===== config.mk =====
export PLATFORM = sky130hd
export DESIGN_NAME = ex_hazard_ctrl
export DESIGN_NICKNAME = d
export VERILOG_FILES = /design/src/rtl/pipe_pkg.sv /design/src/rtl/sat_counter.sv /design/src/rtl/ex_hazard_ctrl.sv
export SDC_FILE = /design/constraint.sdc
export NUM_CORES = 1
export LEC_CHECK = 0
export CAP_MARGIN = 25
export CORE_ASPECT_RATIO = 1.2
export CORE_MARGIN = 4
export CORE_UTILIZATION = 25
export DETAILED_ROUTE_END_ITERATION = 7
export PLACE_DENSITY = 0.48
export SYNTH_ARGS = -nofsm -noshare
export SYNTH_HDL_FRONTEND = slang
export SYNTH_SLANG_ARGS = --single-unit

===== constraint.sdc =====
create_clock -name clk -period 2.1 [get_ports clk]
set_input_delay 0.21 -clock clk [delete_from_list [all_inputs] [get_ports clk]]
set_output_delay 0.21 -clock clk [all_outputs]
set_load 0.02 [all_outputs]

===== src/rtl/pipe_pkg.sv =====
// Shared pipeline definitions: opcode constants, forwarding-select and
// hazard-FSM encodings, and the shadow-slot record used by the hazard unit.
package pipe_pkg;

  // Register address width baked into the shadow slot; must match REG_AW.
  localparam int unsigned SLOT_AW = 5;

  localparam logic [5:0] OP_ADD = 6'b000000;
  localparam logic [5:0] OP_SUB = 6'b000001;
  localparam logic [5:0] OP_AND = 6'b000010;
  localparam logic [5:0] OP_OR  = 6'b000011;
  localparam logic [5:0] OP_XOR = 6'b000100;
  localparam logic [5:0] OP_SLT = 6'b000101;
  localparam logic [5:0] OP_LDW = 6'b001100;
  localparam logic [5:0] OP_STW = 6'b001101;
  localparam logic [5:0] OP_BZ  = 6'b001110;
  localparam logic [5:0] OP_BEQ = 6'b001111;
  localparam logic [5:0] OP_JR  = 6'b010000;

  typedef enum logic [1:0] {
    FWD_RF    = 2'b00,
    FWD_EXMEM = 2'b01,
    FWD_MEMWB = 2'b10
  } fwd_sel_e;

  typedef enum logic [1:0] {
    RUN   = 2'b00,
    STALL = 2'b01,
    FLUSH = 2'b10
  } hz_state_e;

  typedef struct packed {
    logic               valid;
    logic               we;
    logic [SLOT_AW-1:0] dst;
    logic               is_load;
  } slot_t;

  // r0 is hardwired zero, so it never produces a hazard or a forward.
  function automatic logic slot_eligible(slot_t s);
    return s.valid & s.we & (s.dst != '0);
  endfunction

endpackage


===== src/rtl/sat_counter.sv =====
// Saturating up-counter.
//   clk   - clock
//   clear - synchronous clear (highest priority)
//   inc   - increment by one unless already all-ones
//   count - current value
module sat_counter #(
  parameter int unsigned W = 16
) (
  input  logic         clk,
  input  logic         clear,
  input  logic         inc,
  output logic [W-1:0] count
);

  logic [W-1:0] count_q;

  always_ff @(posedge clk) begin
    if (clear) begin
      count_q <= '0;
    end else if (inc && (count_q != {W{1'b1}})) begin
      count_q <= count_q + {{(W-1){1'b0}}, 1'b1};
    end
  end

  assign count = count_q;

endmodule


===== src/rtl/ex_hazard_ctrl.sv =====
// EX-stage hazard controller: shadows destination registers in EX/MEM/WB,
// stalls one cycle on load-use, squashes wrong-path work on redirect, and
// registers ALU operand-forwarding selects for the instruction entering EX.
//   clk, reset (sync, active-low)
//   id_*            - decoded ID-stage instruction
//   redirect_valid  - taken branch / JR resolved this cycle
//   stall_if_id, bubble_id_ex, flush_if_id, flush_id_ex - pipeline controls
//   fwd_a_sel, fwd_b_sel - EX rs/rt source selects (fwd_sel_e encoding)
//   stall_cnt, flush_cnt - saturating statistics
module ex_hazard_ctrl
  import pipe_pkg::*;
#(
  parameter int unsigned REG_AW = 5,
  parameter int unsigned OP_W   = 6,
  parameter int unsigned CNT_W  = 16
) (
  input  logic              clk,
  input  logic              reset,
  input  logic              id_valid,
  input  logic [OP_W-1:0]   id_op,
  input  logic [REG_AW-1:0] id_rs_addr,
  input  logic [REG_AW-1:0] id_rt_addr,
  input  logic              id_rs_used,
  input  logic              id_rt_used,
  input  logic [REG_AW-1:0] id_dst_addr,
  input  logic              id_dst_we,
  input  logic              redirect_valid,
  output logic              stall_if_id,
  output logic              bubble_id_ex,
  output logic              flush_if_id,
  output logic              flush_id_ex,
  output logic [1:0]        fwd_a_sel,
  output logic [1:0]        fwd_b_sel,
  output logic [CNT_W-1:0]  stall_cnt,
  output logic [CNT_W-1:0]  flush_cnt
);

  slot_t     ex_q, mem_q, wb_q;
  slot_t     id_slot;
  fwd_sel_e  fwd_a_q, fwd_b_q, fwd_a_d, fwd_b_d;
  hz_state_e state_q, state_d;
  logic      load_use;
  logic      advance;

  // MEM/WB forwarding needs no load check, and WB is tracked for debug only.
  logic unused_shadow;
  assign unused_shadow = ^{wb_q, mem_q.is_load};

  function automatic fwd_sel_e fwd_pick(logic used, logic [REG_AW-1:0] src,
                                        slot_t older, slot_t oldest);
    if (!used) return FWD_RF;
    // A load in the older slot has no result yet; that case is a stall.
    if (slot_eligible(older) && !older.is_load && (older.dst == src)) return FWD_EXMEM;
    if (slot_eligible(oldest) && (oldest.dst == src)) return FWD_MEMWB;
    return FWD_RF;
  endfunction

  always_comb begin
    id_slot         = '0;
    id_slot.valid   = id_valid;
    id_slot.we      = id_dst_we;
    id_slot.dst     = id_dst_addr;
    id_slot.is_load = (id_op == OP_LDW);
  end

  assign load_use = slot_eligible(ex_q) && ex_q.is_load && id_valid &&
                    ((id_rs_used && (id_rs_addr == ex_q.dst)) ||
                     (id_rt_used && (id_rt_addr == ex_q.dst)));

  // Redirect wins over a simultaneous load-use hazard.
  assign flush_if_id  = redirect_valid;
  assign flush_id_ex  = redirect_valid;
  assign stall_if_id  = load_use && !redirect_valid;
  assign bubble_id_ex = load_use && !redirect_valid;
  assign advance      = !redirect_valid && !load_use;

  always_comb begin
    fwd_a_d = FWD_RF;
    fwd_b_d = FWD_RF;
    if (advance && id_valid) begin
      fwd_a_d = fwd_pick(id_rs_used, id_rs_addr, ex_q, mem_q);
      fwd_b_d = fwd_pick(id_rt_used, id_rt_addr, ex_q, mem_q);
    end
  end

  always_comb begin
    state_d = state_q;
    unique case (state_q)
      RUN:     state_d = redirect_valid ? FLUSH : (load_use ? STALL : RUN);
      STALL:   state_d = redirect_valid ? FLUSH : RUN;
      FLUSH:   state_d = redirect_valid ? FLUSH : RUN;
      default: state_d = RUN;
    endcase
  end

  always_ff @(posedge clk) begin
    if (!reset) begin
      ex_q    <= '0;
      mem_q   <= '0;
      wb_q    <= '0;
      fwd_a_q <= FWD_RF;
      fwd_b_q <= FWD_RF;
      state_q <= RUN;
    end else begin
      ex_q    <= advance ? id_slot : '0;
      mem_q   <= ex_q;
      wb_q    <= mem_q;
      fwd_a_q <= fwd_a_d;
      fwd_b_q <= fwd_b_d;
      state_q <= state_d;
    end
  end

  assign fwd_a_sel = fwd_a_q;
  assign fwd_b_sel = fwd_b_q;

  sat_counter #(
    .W (CNT_W)
  ) u_stall_cnt (
    .clk   (clk),
    .clear (!reset),
    .inc   (stall_if_id),
    .count (stall_cnt)
  );

  sat_counter #(
    .W (CNT_W)
  ) u_flush_cnt (
    .clk   (clk),
    .clear (!reset),
    .inc   (redirect_valid),
    .count (flush_cnt)
  );

endmodule


==> flow_metrics.tcl <==
set metrics [dict create \
    drv_slew 0 \
    total_leakage_power_nw 1.28 \
    stdcell_count 491 \
    grt_pass1_wl_mm 10.2 \
    power_per_cell_area_nw_per_um2 548 \
    antenna_found_initial 0 \
    numPortBuffers 67 \
    internal_power_mw 1.53 \
    max_stage_delay_ns 0.53 \
    netlist_area_um2 2420 \
    drtPass1Iterations 4 \
    drive_gt1_share_pct 16.8 \
    fin_nets 397 \
    grt_usage_pct 11.2 \
    cts_setup_buffers 0 \
    fin_worst_skew_ns 0.00501 \
    fin_area_um2 3600 \
    crit_family "buffers and inverters" \
    synth.avg_cell_area_um2 8.83 \
    cp.required_ns 2.32 \
    die_area_um2 11300 \
    synth_edf_count 0 \
    htreeDepth 2 \
    worstMarginPinSlew_ns 0.355 \
    crit_path_end_kind "flip-flop" \
    dp_hpwl_mm 4.85 \
    clockRootBuffer "clkbuf_16" \
    synthCells 274 \
    p_sw_share_pct 22.4 \
    postRouteAntennaNets 0 \
    path_cells "clkdlybuf4s50_1 -> xnor2_2 -> nand3_1 -> nor2_2 -> buf_4 -> o2111ai_2 -> buf_6 -> or4_1 -> a21oi_1" \
    netSwitchingPower_uw 442 \
    synthFlopType "dfxtp_1" \
    cap_violations 0 \
    cp_num_buf_inv 3 \
    slew_headroom_pct 76.3 \
    clkPwrFrac_pct 40.2 \
    cp_max_fo 11 \
    synth.largest_area_cell "dfxtp_1" \
    worstSkewPairLatency_ns 0.29 \
    seqPwrFrac_pct 50.4 \
    clockBufferDepth 2 \
    yosys_warnings 0 \
    diodes 0 \
    synth_area_leaders "dfxtp_1, xnor2_1, xor2_1, and2_1, nand3_1" \
    syn-num-nets 304 \
    route.detailed.drc 0 \
    cts_buffers 5 \
    die-height_um 116 \
    cts_tree "built" \
    fin_util_pct 38.1 \
    grt_max_degree 25 \
    fill_cells 982 \
    via_per_inst 4.55 \
    finalCritPeriodShare_pct 93.7 \
    cp.arrival_ns 2.18 \
    combPwrFrac_pct 9.4 \
    hold_viol 0 \
    gr-total-overflow 0 \
    rows 39 \
    fin_crit_ns 1.97 \
    grt_pass1_vias 2192 \
    synth-seq-cells 51 \
    path_class "in2reg" \
    yosysSeqAreaShare_pct 42.2 \
    peakVddDrop_mv 0.395 \
    clk_pin_slew_ns 0.07 \
    postCtsHoldBufs 0 \
    placed_cells_incl_taps 483 \
    synthArstFlopShare_pct 0 \
    cp_slowest_cell "clkdlybuf4s50_1" \
    placed_cell_area_um2 3420 \
    synth_top_area_share_pct 42.2 \
    areaGrowthSynthToFinish_pct 49.0 \
    hold_class "in2reg" \
    mostFrequentLayoutCell "clkdlybuf4s50_1" \
    die_x_um 97.8 \
    cts.sink_count 51 \
    drt_iter0_markers 58 \
    layout_common_cells "clkdlybuf4s50_1, dfxtp_1, buf_4" \
    wl_per_cell_um 12.8 \
    setup_viol_count_final 0 \
    outcome "completed" \
    vias 2233 \
    wl_mm 6.27 \
    gp_congestion 0.717 \
    core_region_area_um2 9470 \
    synth.distinct_cells 39 \
    max_freq_mhz 508 \
    num_io_pins 68 \
    start_util_pct 25.5 \
    start_kind "input pin" \
]
## power groups by stage
| stage | Clock [mW] | Combinational (mW) | Sequential (mW) |
|---|---|---|---|
| finish | 0.793 | 0.186 | 0.996 |
| global route | 0.865 | 0.203 | 0.998 |
| CTS | 0.825 | 0.185 | 0.995 |
| detailed placement | 0 | 0.183 | 1.02 |
| global placement | 0 | 0.183 | 1.02 |
| floorplan | 0 | 0.0722 | 1.02 |
## synthesized netlist by cell type, types with 7 or more instances
cell type	count
o31ai_1	9
nand3_1	21
nor2_1	18
or3_1	7
and3_1	8
a21oi_1	18
or4_1	10
xor2_1	14
xnor2_1	19
nand2_1	20
and2_1	17
dfxtp_1	51
## sequential cells by signal, indices dropped and copies added, names as in the netlist
register and flops:
u_flush_cnt.count 16, u_stall_cnt.count 16, ex_q 8, mem_q 7, fwd_a_sel 2, fwd_b_sel 2
## worst paths after layout
kind,startpoint,end,slack (ns),cells after the start
setup / recovery,id_rt_addr[2],u_stall_cnt.count[15]$_SDFFE_PN0P_,0.13,9
hold / removal,id_op[5],ex_q[0]$_SDFF_PN0_,0.46,2
setup reg to reg,ex_q[5]$_SDFF_PN0_,u_stall_cnt.count[15]$_SDFFE_PN0P_,0.16,8
hold reg to reg,ex_q[7]$_SDFF_PN0_,mem_q[7]$_SDFF_PN0_,0.48,1
## worst reg2reg max path, stage by stage (launching register included)
cell and delay [ns]:
dfxtp_2 0.39, xnor2_1 0.13, nand3_1 0.12, nor2_2 0.15, buf_4 0.13, o2111ai_2 0.12, buf_6 0.17, or4_1 0.49
a21oi_1 0.15
## what timing repair did
action	4_1_cts	5_1_grt
endpoints found under the setup margin	2	14
pin swaps	0	1
resized for setup	7	17
hold endpoints to repair	0	0
## logic make-up (layout without fill, tap and decap cells)
| logic type | Yosys count | in the layout | synth area share [%] |
|---|---|---|---|
| XOR/XNOR | 33 | 33 | 12.0 |
| multiplexers | 2 | 2 | 0.828 |
| buffers and inverters | 18 | 112 | 3.67 |
| flip-flops | 51 | 51 | 42.2 |
| AND/OR/NAND/NOR | 126 | 126 | 29.0 |
| AO/OA/AOI/OAI | 42 | 42 | 11.3 |
| adder cells (fa/ha/maj) | 2 | 2 | 1.03 |
## metrics by stage
stage	worst slack (ns)	hold WS [ns]	setup TNS, ns	power, mW
floorplan	0.150	0.286	0	1.09
global placement	-0.258	0.462	-2.14	1.20
detailed placement	-0.292	0.463	-3.13	1.20
CTS	0.0233	0.458	0	2.00
global route	-0.0126	0.461	-0.0555	2.07
finish	0.133	0.463	0	1.97
## layout make-up
cell class | count | area (um2) | area share [%]
inverters | 5 | 18.8 | 0.521
repair buffers | 99 | 911 | 25.3
well taps | 123 | 154 | 4.27
multi-input cells | 205 | 1350 | 37.5
flip-flops and latches | 51 | 1030 | 28.5
clock buffers | 6 | 129 | 3.58
clock inverters | 2 | 12.5 | 0.347
## metal layers
metal	part of all wire, %	vias up	wire length, um	track usage, %
met4	1.4	0	85	3.32
li1	-	1160	-	-
met2	49	53	3060	20.4
met5	0	-	0	0
met1	45	1014	2830	13.2
met3	4.7	6	292	2.47
(Power assumes the default switching activity.)
